### src/rtl/vga_timing_pkg.sv
// Shared 640x480@60 timing constants, axis phase type and output payload for the VGA raster generator.
package vga_timing_pkg;

   localparam int unsigned CNT_W     = 10;
   localparam int unsigned CNT_RANGE = 1 << CNT_W;

   localparam int unsigned VGA_H_ACTIVE = 640;
   localparam int unsigned VGA_H_FP     = 16;
   localparam int unsigned VGA_H_SYNC   = 96;
   localparam int unsigned VGA_H_BP     = 48;
   localparam int unsigned VGA_V_ACTIVE = 480;
   localparam int unsigned VGA_V_FP     = 10;
   localparam int unsigned VGA_V_SYNC   = 2;
   localparam int unsigned VGA_V_BP     = 33;
   localparam logic        VGA_SYNC_POL = 1'b0;

   localparam int unsigned VGA_H_TOTAL = VGA_H_ACTIVE + VGA_H_FP + VGA_H_SYNC + VGA_H_BP;
   localparam int unsigned VGA_V_TOTAL = VGA_V_ACTIVE + VGA_V_FP + VGA_V_SYNC + VGA_V_BP;

   typedef enum logic [1:0] {
      ACTIVE = 2'd0,
      FRONT  = 2'd1,
      SYNC   = 2'd2,
      BACK   = 2'd3
   } phase_e;

   // Last count value of each phase; the phase FSM leaves a phase on that count.
   typedef struct packed {
      logic [CNT_W-1:0] act_last;
      logic [CNT_W-1:0] fp_last;
      logic [CNT_W-1:0] sync_last;
      logic [CNT_W-1:0] tot_last;
   } axis_lim_t;

   typedef struct packed {
      logic [CNT_W-1:0] x_pixel;
      logic [CNT_W-1:0] y_pixel;
      logic             data_enable;
      logic             vga_hs;
      logic             vga_vs;
      logic             line_start;
      logic             frame_start;
   } vga_out_t;

   function automatic axis_lim_t axis_limits(input int unsigned act, input int unsigned fp,
                                             input int unsigned sync, input int unsigned bp);
      axis_lim_t lim;
      lim.act_last  = CNT_W'(act - 1);
      lim.fp_last   = CNT_W'(act + fp - 1);
      lim.sync_last = CNT_W'(act + fp + sync - 1);
      lim.tot_last  = CNT_W'(act + fp + sync + bp - 1);
      return lim;
   endfunction

   localparam axis_lim_t VGA_H_LIM = axis_limits(VGA_H_ACTIVE, VGA_H_FP, VGA_H_SYNC, VGA_H_BP);
   localparam axis_lim_t VGA_V_LIM = axis_limits(VGA_V_ACTIVE, VGA_V_FP, VGA_V_SYNC, VGA_V_BP);

endpackage

### src/rtl/vga_timing_gen_if.sv
// Video timing bundle between the raster generator (master) and the pixel stage (slave).
interface vga_timing_gen_if;
   import vga_timing_pkg::*;

   logic             pixel_ce;
   logic [CNT_W-1:0] x_pixel;
   logic [CNT_W-1:0] y_pixel;
   logic             data_enable;
   logic             VGAHS;
   logic             VGAVS;
   logic             line_start;
   logic             frame_start;

   modport master (
      input  pixel_ce,
      output x_pixel, y_pixel, data_enable, VGAHS, VGAVS, line_start, frame_start
   );

   modport slave (
      output pixel_ce,
      input  x_pixel, y_pixel, data_enable, VGAHS, VGAVS, line_start, frame_start
   );
endinterface

### src/rtl/vga_axis_counter.sv
// One raster axis: a wrapping position counter plus its ACTIVE/FRONT/SYNC/BACK phase FSM.
module vga_axis_counter
   import vga_timing_pkg::*;
(
   input  logic             clk,
   input  logic             rst,
   input  logic             step,
   input  axis_lim_t        lim,
   output logic [CNT_W-1:0] cnt,
   output phase_e           phase,
   output logic             wrap_c
);

   logic [CNT_W-1:0] cnt_q, cnt_d;
   phase_e           phase_q, phase_d;

   always_ff @(posedge clk) begin
      if (rst) begin
         cnt_q   <= '0;
         phase_q <= ACTIVE;
      end else begin
         cnt_q   <= cnt_d;
         phase_q <= phase_d;
      end
   end

   // Phase advances on the last count of the current phase, in lockstep with the counter.
   always_comb begin
      cnt_d   = cnt_q;
      phase_d = phase_q;
      wrap_c  = step && (cnt_q == lim.tot_last);
      if (step) begin
         cnt_d = wrap_c ? '0 : cnt_q + CNT_W'(1);
         case (phase_q)
            ACTIVE:  if (cnt_q == lim.act_last)  phase_d = FRONT;
            FRONT:   if (cnt_q == lim.fp_last)   phase_d = SYNC;
            SYNC:    if (cnt_q == lim.sync_last) phase_d = BACK;
            BACK:    if (cnt_q == lim.tot_last)  phase_d = ACTIVE;
            default: phase_d = ACTIVE;
         endcase
      end
   end

   assign cnt   = cnt_q;
   assign phase = phase_q;

endmodule

### src/rtl/vga_timing_gen.sv
// VGA raster timing generator: H/V axis counters feeding one registered output stage.
module vga_timing_gen
   import vga_timing_pkg::*;
#(
   parameter int unsigned H_ACTIVE = VGA_H_ACTIVE,
   parameter int unsigned H_FP     = VGA_H_FP,
   parameter int unsigned H_SYNC   = VGA_H_SYNC,
   parameter int unsigned H_BP     = VGA_H_BP,
   parameter int unsigned V_ACTIVE = VGA_V_ACTIVE,
   parameter int unsigned V_FP     = VGA_V_FP,
   parameter int unsigned V_SYNC   = VGA_V_SYNC,
   parameter int unsigned V_BP     = VGA_V_BP,
   parameter logic        SYNC_POL = VGA_SYNC_POL
) (
   input logic              vga_clk,
   input logic              rst,
   vga_timing_gen_if.master vif
);

   localparam int unsigned H_TOTAL = H_ACTIVE + H_FP + H_SYNC + H_BP;
   localparam int unsigned V_TOTAL = V_ACTIVE + V_FP + V_SYNC + V_BP;
   localparam axis_lim_t   H_LIM   = axis_limits(H_ACTIVE, H_FP, H_SYNC, H_BP);
   localparam axis_lim_t   V_LIM   = axis_limits(V_ACTIVE, V_FP, V_SYNC, V_BP);

   localparam vga_out_t OUT_RST = '{
      x_pixel:     '0,
      y_pixel:     '0,
      data_enable: 1'b0,
      vga_hs:      ~SYNC_POL,
      vga_vs:      ~SYNC_POL,
      line_start:  1'b0,
      frame_start: 1'b0
   };

   if (H_TOTAL > CNT_RANGE) begin : g_h_total_chk
      $error("vga_timing_gen: H_TOTAL %0d exceeds the counter range", H_TOTAL);
   end
   if (V_TOTAL > CNT_RANGE) begin : g_v_total_chk
      $error("vga_timing_gen: V_TOTAL %0d exceeds the counter range", V_TOTAL);
   end

   logic [CNT_W-1:0] h_cnt, v_cnt;
   phase_e           h_phase, v_phase;
   logic             h_wrap_c;
   logic             v_wrap_unused;

   vga_axis_counter u_h_axis (
      .clk    (vga_clk),
      .rst    (rst),
      .step   (vif.pixel_ce),
      .lim    (H_LIM),
      .cnt    (h_cnt),
      .phase  (h_phase),
      .wrap_c (h_wrap_c)
   );

   // Vertical axis steps once per completed line, so its phase only changes at h_cnt = 0.
   vga_axis_counter u_v_axis (
      .clk    (vga_clk),
      .rst    (rst),
      .step   (h_wrap_c),
      .lim    (V_LIM),
      .cnt    (v_cnt),
      .phase  (v_phase),
      .wrap_c (v_wrap_unused)
   );

   vga_out_t out_d, out_q;

   // Pulses are qualified by pixel_ce so a held pixel never repeats them.
   always_comb begin
      out_d             = OUT_RST;
      out_d.data_enable = (h_phase == ACTIVE) && (v_phase == ACTIVE);
      if (out_d.data_enable) begin
         out_d.x_pixel = h_cnt;
         out_d.y_pixel = v_cnt;
      end
      out_d.vga_hs      = (h_phase == SYNC) ? SYNC_POL : ~SYNC_POL;
      out_d.vga_vs      = (v_phase == SYNC) ? SYNC_POL : ~SYNC_POL;
      out_d.line_start  = vif.pixel_ce && (h_cnt == '0) && (v_phase == ACTIVE);
      out_d.frame_start = vif.pixel_ce && (h_cnt == '0) && (v_cnt == '0);
   end

   always_ff @(posedge vga_clk) begin
      if (rst) begin
         out_q <= OUT_RST;
      end else begin
         out_q <= out_d;
      end
   end

   assign vif.x_pixel     = out_q.x_pixel;
   assign vif.y_pixel     = out_q.y_pixel;
   assign vif.data_enable = out_q.data_enable;
   assign vif.VGAHS       = out_q.vga_hs;
   assign vif.VGAVS       = out_q.vga_vs;
   assign vif.line_start  = out_q.line_start;
   assign vif.frame_start = out_q.frame_start;

endmodule

### src/flat_wrapper.sv
// flat-port wrapper written by rule: the top's interface ports become plain ports
module vga_timing_gen_flat import vga_timing_pkg::*;
#(
   parameter int unsigned H_ACTIVE = VGA_H_ACTIVE,
   parameter int unsigned H_FP     = VGA_H_FP,
   parameter int unsigned H_SYNC   = VGA_H_SYNC,
   parameter int unsigned H_BP     = VGA_H_BP,
   parameter int unsigned V_ACTIVE = VGA_V_ACTIVE,
   parameter int unsigned V_FP     = VGA_V_FP,
   parameter int unsigned V_SYNC   = VGA_V_SYNC,
   parameter int unsigned V_BP     = VGA_V_BP,
   parameter logic        SYNC_POL = VGA_SYNC_POL
)
  (vga_clk, rst, vif_pixel_ce, vif_x_pixel, vif_y_pixel, vif_data_enable, vif_VGAHS, vif_VGAVS, vif_line_start, vif_frame_start);
  vga_timing_gen_if vif_i ();
  input logic vga_clk;
  input logic rst;
  input wire logic [$bits(vif_i.pixel_ce)-1:0] vif_pixel_ce;
  output wire logic [$bits(vif_i.x_pixel)-1:0] vif_x_pixel;
  output wire logic [$bits(vif_i.y_pixel)-1:0] vif_y_pixel;
  output wire logic [$bits(vif_i.data_enable)-1:0] vif_data_enable;
  output wire logic [$bits(vif_i.VGAHS)-1:0] vif_VGAHS;
  output wire logic [$bits(vif_i.VGAVS)-1:0] vif_VGAVS;
  output wire logic [$bits(vif_i.line_start)-1:0] vif_line_start;
  output wire logic [$bits(vif_i.frame_start)-1:0] vif_frame_start;
  assign vif_i.pixel_ce = vif_pixel_ce;
  assign vif_x_pixel = vif_i.x_pixel;
  assign vif_y_pixel = vif_i.y_pixel;
  assign vif_data_enable = vif_i.data_enable;
  assign vif_VGAHS = vif_i.VGAHS;
  assign vif_VGAVS = vif_i.VGAVS;
  assign vif_line_start = vif_i.line_start;
  assign vif_frame_start = vif_i.frame_start;
  vga_timing_gen #(.H_ACTIVE(H_ACTIVE), .H_FP(H_FP), .H_SYNC(H_SYNC), .H_BP(H_BP), .V_ACTIVE(V_ACTIVE), .V_FP(V_FP), .V_SYNC(V_SYNC), .V_BP(V_BP), .SYNC_POL(SYNC_POL)) u_core (.vga_clk(vga_clk), .rst(rst), .vif(vif_i));
endmodule
### config.mk
export PLATFORM = sky130hd
export DESIGN_NAME = vga_timing_gen_flat
export DESIGN_NICKNAME = d
export VERILOG_FILES = /design/src/rtl/vga_timing_pkg.sv /design/src/rtl/vga_timing_gen_if.sv /design/src/rtl/vga_axis_counter.sv /design/src/rtl/vga_timing_gen.sv /design/src/flat_wrapper.sv
export SDC_FILE = /design/constraint.sdc
export NUM_CORES = 1
export LEC_CHECK = 0
export BUFFER_PORTS_ARGS = -buffer_cell sky130_fd_sc_hd__buf_2
export CAP_MARGIN = 30
export CORE_ASPECT_RATIO = 0.6
export CORE_MARGIN = 5
export CORE_UTILIZATION = 35
export DETAILED_ROUTE_END_ITERATION = 10
export PLACE_DENSITY_LB_ADDON = 0.25
export SLEW_MARGIN = 15
export SYNTH_ARGS = -nofsm -noshare
export SYNTH_HDL_FRONTEND = slang
export SYNTH_HIERARCHICAL = 1
export SYNTH_SLANG_ARGS = --single-unit
### constraint.sdc
create_clock -name vga_clk -period 2.6 [get_ports vga_clk]
set_input_delay 0.13 -clock vga_clk [delete_from_list [all_inputs] [get_ports vga_clk]]
set_output_delay 0.13 -clock vga_clk [all_outputs]
set_load 0.1 [all_outputs]
Yosys cells after proc, flatten, opt, wreduce, memory -nomap -nowiden
Cells that the tools add are included.
{"block": "totals", "input_bits": 3, "out_inout_bits": 25, "wordCells": 63, "regBits": 49}
{"block": "classes", "add_sub_neg": 2, "mux": 14, "reduce_logical": 13, "n_bitwise": 1, "n_eq_ne": 22}
{"operator": "equality test 10 bit, second input constant", "n": 5}
{"operator": "equality test 10 x 9 -> 1 bit, second input constant", "n": 3}
{"operator": "adder 10 x 1 -> 10 bit, second input constant", "n": 2}
{"operator": "zero test 10 bit", "n": 2}
{"operator": "two-way mux 10 bit", "n": 2}
{"operator": "two-way mux 2 bit", "n": 8}
{"operator": "!= test 2 bit, second input constant", "n": 8}
{"operator": "case mux 2 bit (4 select lines)", "n": 2}
{"operator": "AND reduction 5 bit", "n": 2}
{"operator": "equality test 2 bit, second input constant", "n": 4}
{"operator": "logical AND 1 bit", "n": 6}
{"operator": "equality test 2 x 1 -> 1 bit, second input constant", "n": 2}
{"operator": "zero test 2 bit", "n": 2}
{"operator": "two-way mux 1 bit", "n": 2}
{"operator": "OR reduction 2 bit", "n": 1}
{"operator": "NOT 1 bit", "n": 1}

Depth between registers and ports, before layout
{"block": "logic_depth", "depth_word": 4, "ltp_mapped": 11, "ltp_nobuf": 9}

Cells and area by module
Netlist, hierarchy kept.
{"module": "vga_axis_counter", "seq_area_each_um2": 240.2, "n_inst": 2, "cells_each": 127, "area_each_um2": 1209.9}
{"module": "vga_timing_gen", "seq_area_each_um2": 500.5, "n_inst": 1, "cells_each": 65, "area_each_um2": 753.2}

Least setup slack after synthesis
OpenSTA, ideal clock, no wires.
{"block": "synth_timing", "path_kind": "reg2reg", "start": "reg u_core.u_h_axis.cnt_q[0] (netlist: u_core/u_h_axis/cnt[0])", "end": "reg u_core.u_v_axis.cnt_q[9] (netlist: u_core/u_v_axis/cnt[9])", "stages_incl_launch_ff": 12, "arrival_ps": 2184, "setup_time_ps": 115, "n_path_buf": 2, "period_less_slack_ps": 2298, "slack_ps": 302, "t_required_ps": 2485, "cell_sequence": "dfxtp_1 -> buf_6 -> xnor2_2 -> nand4_1 -> nor4_2 -> and2_2 -> buf_2 -> nand4_1 -> nor3_1 -> and3_1 -> xnor2_1 -> nor2_1"}
{"block": "synth_between", "elab_chain_len": 4}
{"item": "start, declared", "line": "vga_axis_counter.sv:14", "text": "logic [CNT_W-1:0] cnt_q, cnt_d;"}
{"item": "start signal, assigned", "line": "vga_axis_counter.sv:22", "text": "cnt_q <= cnt_d;"}
{"item": "equality test 10 bit *", "line": "vga_axis_counter.sv:31", "text": "wrap_c = step && (cnt_q == lim.tot_last);"}
{"item": "logical AND 1 bit *", "line": "vga_axis_counter.sv:31"}
{"item": "named net u_core.h_wrap_c", "line": "vga_timing_gen.sv:44", "text": "logic h_wrap_c;"}
{"item": "logical AND 1 bit", "line": "vga_axis_counter.sv:31"}
{"item": "two-way mux 10 bit", "line": "vga_axis_counter.sv:33", "text": "cnt_d = wrap_c ? '0 : cnt_q + CNT_W'(1);"}
{"item": "end signal, assigned", "line": "vga_axis_counter.sv:22"}
{"item": "end, declared", "line": "vga_axis_counter.sv:14"}
The timed path passes the listed nets; every way through them passes the cells marked *.
A chain may end at the register's enable or synchronous reset.

Worst setup path in the final report
{"block": "layout_timing", "start": "reg u_core.u_h_axis.cnt_q[1] (netlist: u_core/u_h_axis/cnt[1])", "end": "reg u_core.u_v_axis.cnt_q[9] (netlist: u_core/u_v_axis/cnt[9])"}
The elaborated chain is that of the path after synthesis.

==> flow_results.org <==
** Die
- The total area inside the core boundary comes to 8650 um^2.
- The die is 83.7 um tall.
- Initial Utilization :: 36.6%
- The die is between 100 and 150 um wide.
- The floorplan step defined a die boundary enclosing between 10000 and 15000 um^2.
- The floorplan has 26 rows.
- Ports :: 28

** Yosys
- Yosys printed 6 warnings.
- A synthesized cell averages 9.95 um^2.
- The cell count after synthesis came out at 318.
- Summing every instance area after synthesis gives 3170 um^2.

** Clock network
- Clock sink count :: 49
- Root buf cell :: sky130_fd_sc_hd__clkbuf_16
- H-tree Lvls :: 2
- # hold bufs at CTS :: 0
- Insertion delay to the later sink of the worst-skew pair :: 290 ps
- Once the clock tree was built, the setup fixing pass inserted 0 buffers.
- PostCTS Resize Cnt :: 0
- TritonCTS built the clock tree.
- Clock-pin slew was measured on the worst setup and hold paths at 70 ps.
- Counting along the longest clock path gives a buffer depth of 2.
- Clock tree synthesis inserted a total of 5 buffers.

** Setup path
- Critical Setup Path Class :: reg2reg
- For flop-to-flop paths, the worst setup slack is 290 ps.
- The worst register-to-register path begins at u_core/u_h_axis/cnt[1].
- Data arrives at the worst endpoint at 2490 ps.
- Critical path startpoint category :: flop
- Library cell contributing the largest single delay on the critical path :: sky130_fd_sc_hd__dfxtp_1
- STA classifies the critical path endpoint as a flop.
- The worst register-to-register path has a depth of 9.
- Crit-path max cell delay :: 550 ps
- Traced cell by cell, the critical path runs through xnor2_1 -> nand4_1 -> nor4_2 -> and2_2 -> nand4_1 -> nor3_1 -> and3_1 -> xnor2_1 -> nor2_1.
- Destination of the worst register-to-register timing path :: u_core/u_v_axis/cnt[9]
- Data on the critical path is required at its endpoint by 2780 ps.
- In this run the worst path has a maximum fanout of 9.

** Pwr
- IR analysis of the VDD net gives a maximum drop of about 0.00028 V.
- Summed over all cells, the static leakage comes to 1.52 nW.
- Power density normalized to cell area :: 440 nW/um^2

** Detailed routing
- After the first detailed-routing iteration, the DRC count stood at 112.
- Detailed-route wire length per cell :: 12.5 um
- Count of nets left with antenna violations after detail routing :: 0
- Routed wire length :: 6.55 mm
- In the routed layout, each cell is associated on average with a via count of approximately 4.2.
- Number of detailed-route iterations in the first pass :: 4
- For this run, design rule violations remaining after detail routing come to 0.
- Via count :: 2188

** Timing
- Based on the critical path, the design can be clocked at up to ~0.43 GHz.
- Transition time at the pin with the least slew margin :: 674 ps
- The worst path needs 2310 ps of the cycle, external delays included.
- For the final routed database, the setup TNS stands at 0 ps.
- Setup repair after global routing left no endpoint under its margin.
- Once routing completed, OpenROAD measured the worst setup slack at 288 ps.
- Clock skew after layout :: roughly 4.6 ps
- Fraction of the cycle the final worst path needs :: 88.9%
- The max-slew violation count came to 0.
- Number of failing hold endpoints at the final stage :: 0
- Slew Limit Headroom :: 54.9%
- Setup-failing EPs final :: 0

** Place
- Post-DP HPWL :: 5.12 mm
- Global placer's final weighted congestion :: 0.787
- Worst setup slack after placement :: 278 ps
- Number of buffer cells added on primary ports :: 27
- Cell count after placement :: ~520

** Cells and area
- From synthesis to final layout, the design area changed by 17.1%.
- Number of inserted diodes :: 0
- Layout net count :: 428
- Share of post-route cells with drive strength above 1 :: 15.7%
- Number of non-filler instances in the completed layout :: 526

** GRT
- The first global-routing pass estimated around 11 mm of wire.
- The layer flagged by global routing as most heavily used is met1.
- Initial antenna violation count :: 0
- GR met2 Demand/Resource :: 16.5%
- For met1 alone, demand over resource in global routing was 20.2%.
- Global-route usage over all layers :: ~12%
- Number of global-route vias before repair :: 2085
- Global routing finished with a remaining overflow of 0.
- In the global route stage, met3 resource usage came out at 2.53%.
- Entering global routing, the biggest net connects 22 pins.

** Min path
- The worst hold path passes through 3 cells.
- HP Start :: rst
- The worst hold path terminates at u_core/vif.VGAVS.
- The min-delay analysis places its worst path in the category in2reg.

** Job
- Max-cap check violation count :: 0

** Status
- The flow ran to the end, and the final reports show no timing, DRC or antenna violations.
[cell usage in the layout, fill, tap and decap left out, types with 9 or more instances in the layout]
master,count
sky130_fd_sc_hd__conb_1,80
sky130_fd_sc_hd__xnor2_1,72
sky130_fd_sc_hd__dfxtp_1,49
sky130_fd_sc_hd__nor2_1,28
sky130_fd_sc_hd__buf_2,27
sky130_fd_sc_hd__and2_1,20
sky130_fd_sc_hd__nand4_1,20
sky130_fd_sc_hd__xor2_1,18
sky130_fd_sc_hd__ha_1,12
sky130_fd_sc_hd__nand2_1,10
sky130_fd_sc_hd__buf_4,9
[flip-flops by register name, indices dropped and copies added (netlist names)]
name and count:
u_core/vif.data_enable 1, u_core/vif.VGAVS 1, u_core/vif.line_start 1, u_core/vif.y_pixel 10, u_core/vif.VGAHS 1, u_core/u_v_axis/phase 2
u_core/u_v_axis/cnt 10, u_core/vif.x_pixel 10, u_core/u_h_axis/phase 2, u_core/u_h_axis/cnt 10, u_core/vif.frame_start 1
[metrics by stage]
step	hold WS, ps	utilization, %	total power, W	instance area, um^2
4_1_cts	254	42.8	0.00164	3710
2_1_floorplan	224	-	0.000968	3460
3_3_place_gp	446	41.1	0.000987	3560
6_report	244	42.8	0.00163	3710
3_5_place_dp	450	41.1	0.000990	3560
5_1_grt	306	42.8	0.00171	3710
[layer usage]
layer | part of all wire (%) | vias up
met5 | 0 | -
met3 | 6.0 | 4
met1 | 56 | 983
met2 | 38 | 58
met4 | 0.58 | 0
li1 | - | 1143
[final cells by class]
type	count	area (um^2)
Clock buffer	5	125
Clock inverter	3	25.0
Fill cell	881	4950
Inverter	8	30.0
Multi-Input combinational cell	313	2200
Sequential cell	49	981
Tap cell	112	140
Timing Repair Buffer	36	203
[worst max-delay path, delay by kind of cell, from the launching register on]
| family | cells | cell delay (ps) |
|---|---|---|
| simple gates | 7 | 1380 |
| flops | 1 | 550 |
| xor+xnor | 2 | 270 |
[where the power goes]
| group | leakage (nW) | switching (W) | internal [W] | total [W] |
|---|---|---|---|---|
| clock network | 0.0704 | 0.000293 | 0.000362 | 0.000655 |
| registers | 0.396 | 0.00000721 | 0.000759 | 0.000766 |
| logic | 1.05 | 0.000130 | 0.0000786 | 0.000209 |
| total | 1.52 | 0.000430 | 0.00120 | 0.00163 |
[how the worst max path moves through the flow]
| stage | startpoint | end | slack [ps] | depth (start not counted) |
|---|---|---|---|---|
| 3_3_place_gp | u_core/u_h_axis/cnt[9] | u_core/u_v_axis/cnt[9] | 340 | 9 |
| 5_1_grt | u_core/u_h_axis/cnt[1] | u_core/u_v_axis/cnt[9] | 40 | 9 |
| 6_report | u_core/u_h_axis/cnt[1] | u_core/u_v_axis/cnt[9] | 290 | 9 |
| 2_1_floorplan | u_core/u_h_axis/cnt[0] | u_core/u_v_axis/cnt[9] | 310 | 11 |
| 3_5_place_dp | u_core/u_h_axis/cnt[1] | u_core/u_v_axis/cnt[9] | 280 | 9 |
| 4_1_cts | u_core/u_h_axis/cnt[1] | u_core/u_v_axis/cnt[9] | 270 | 9 |
Note: power is estimated with default switching activity, not from simulation.
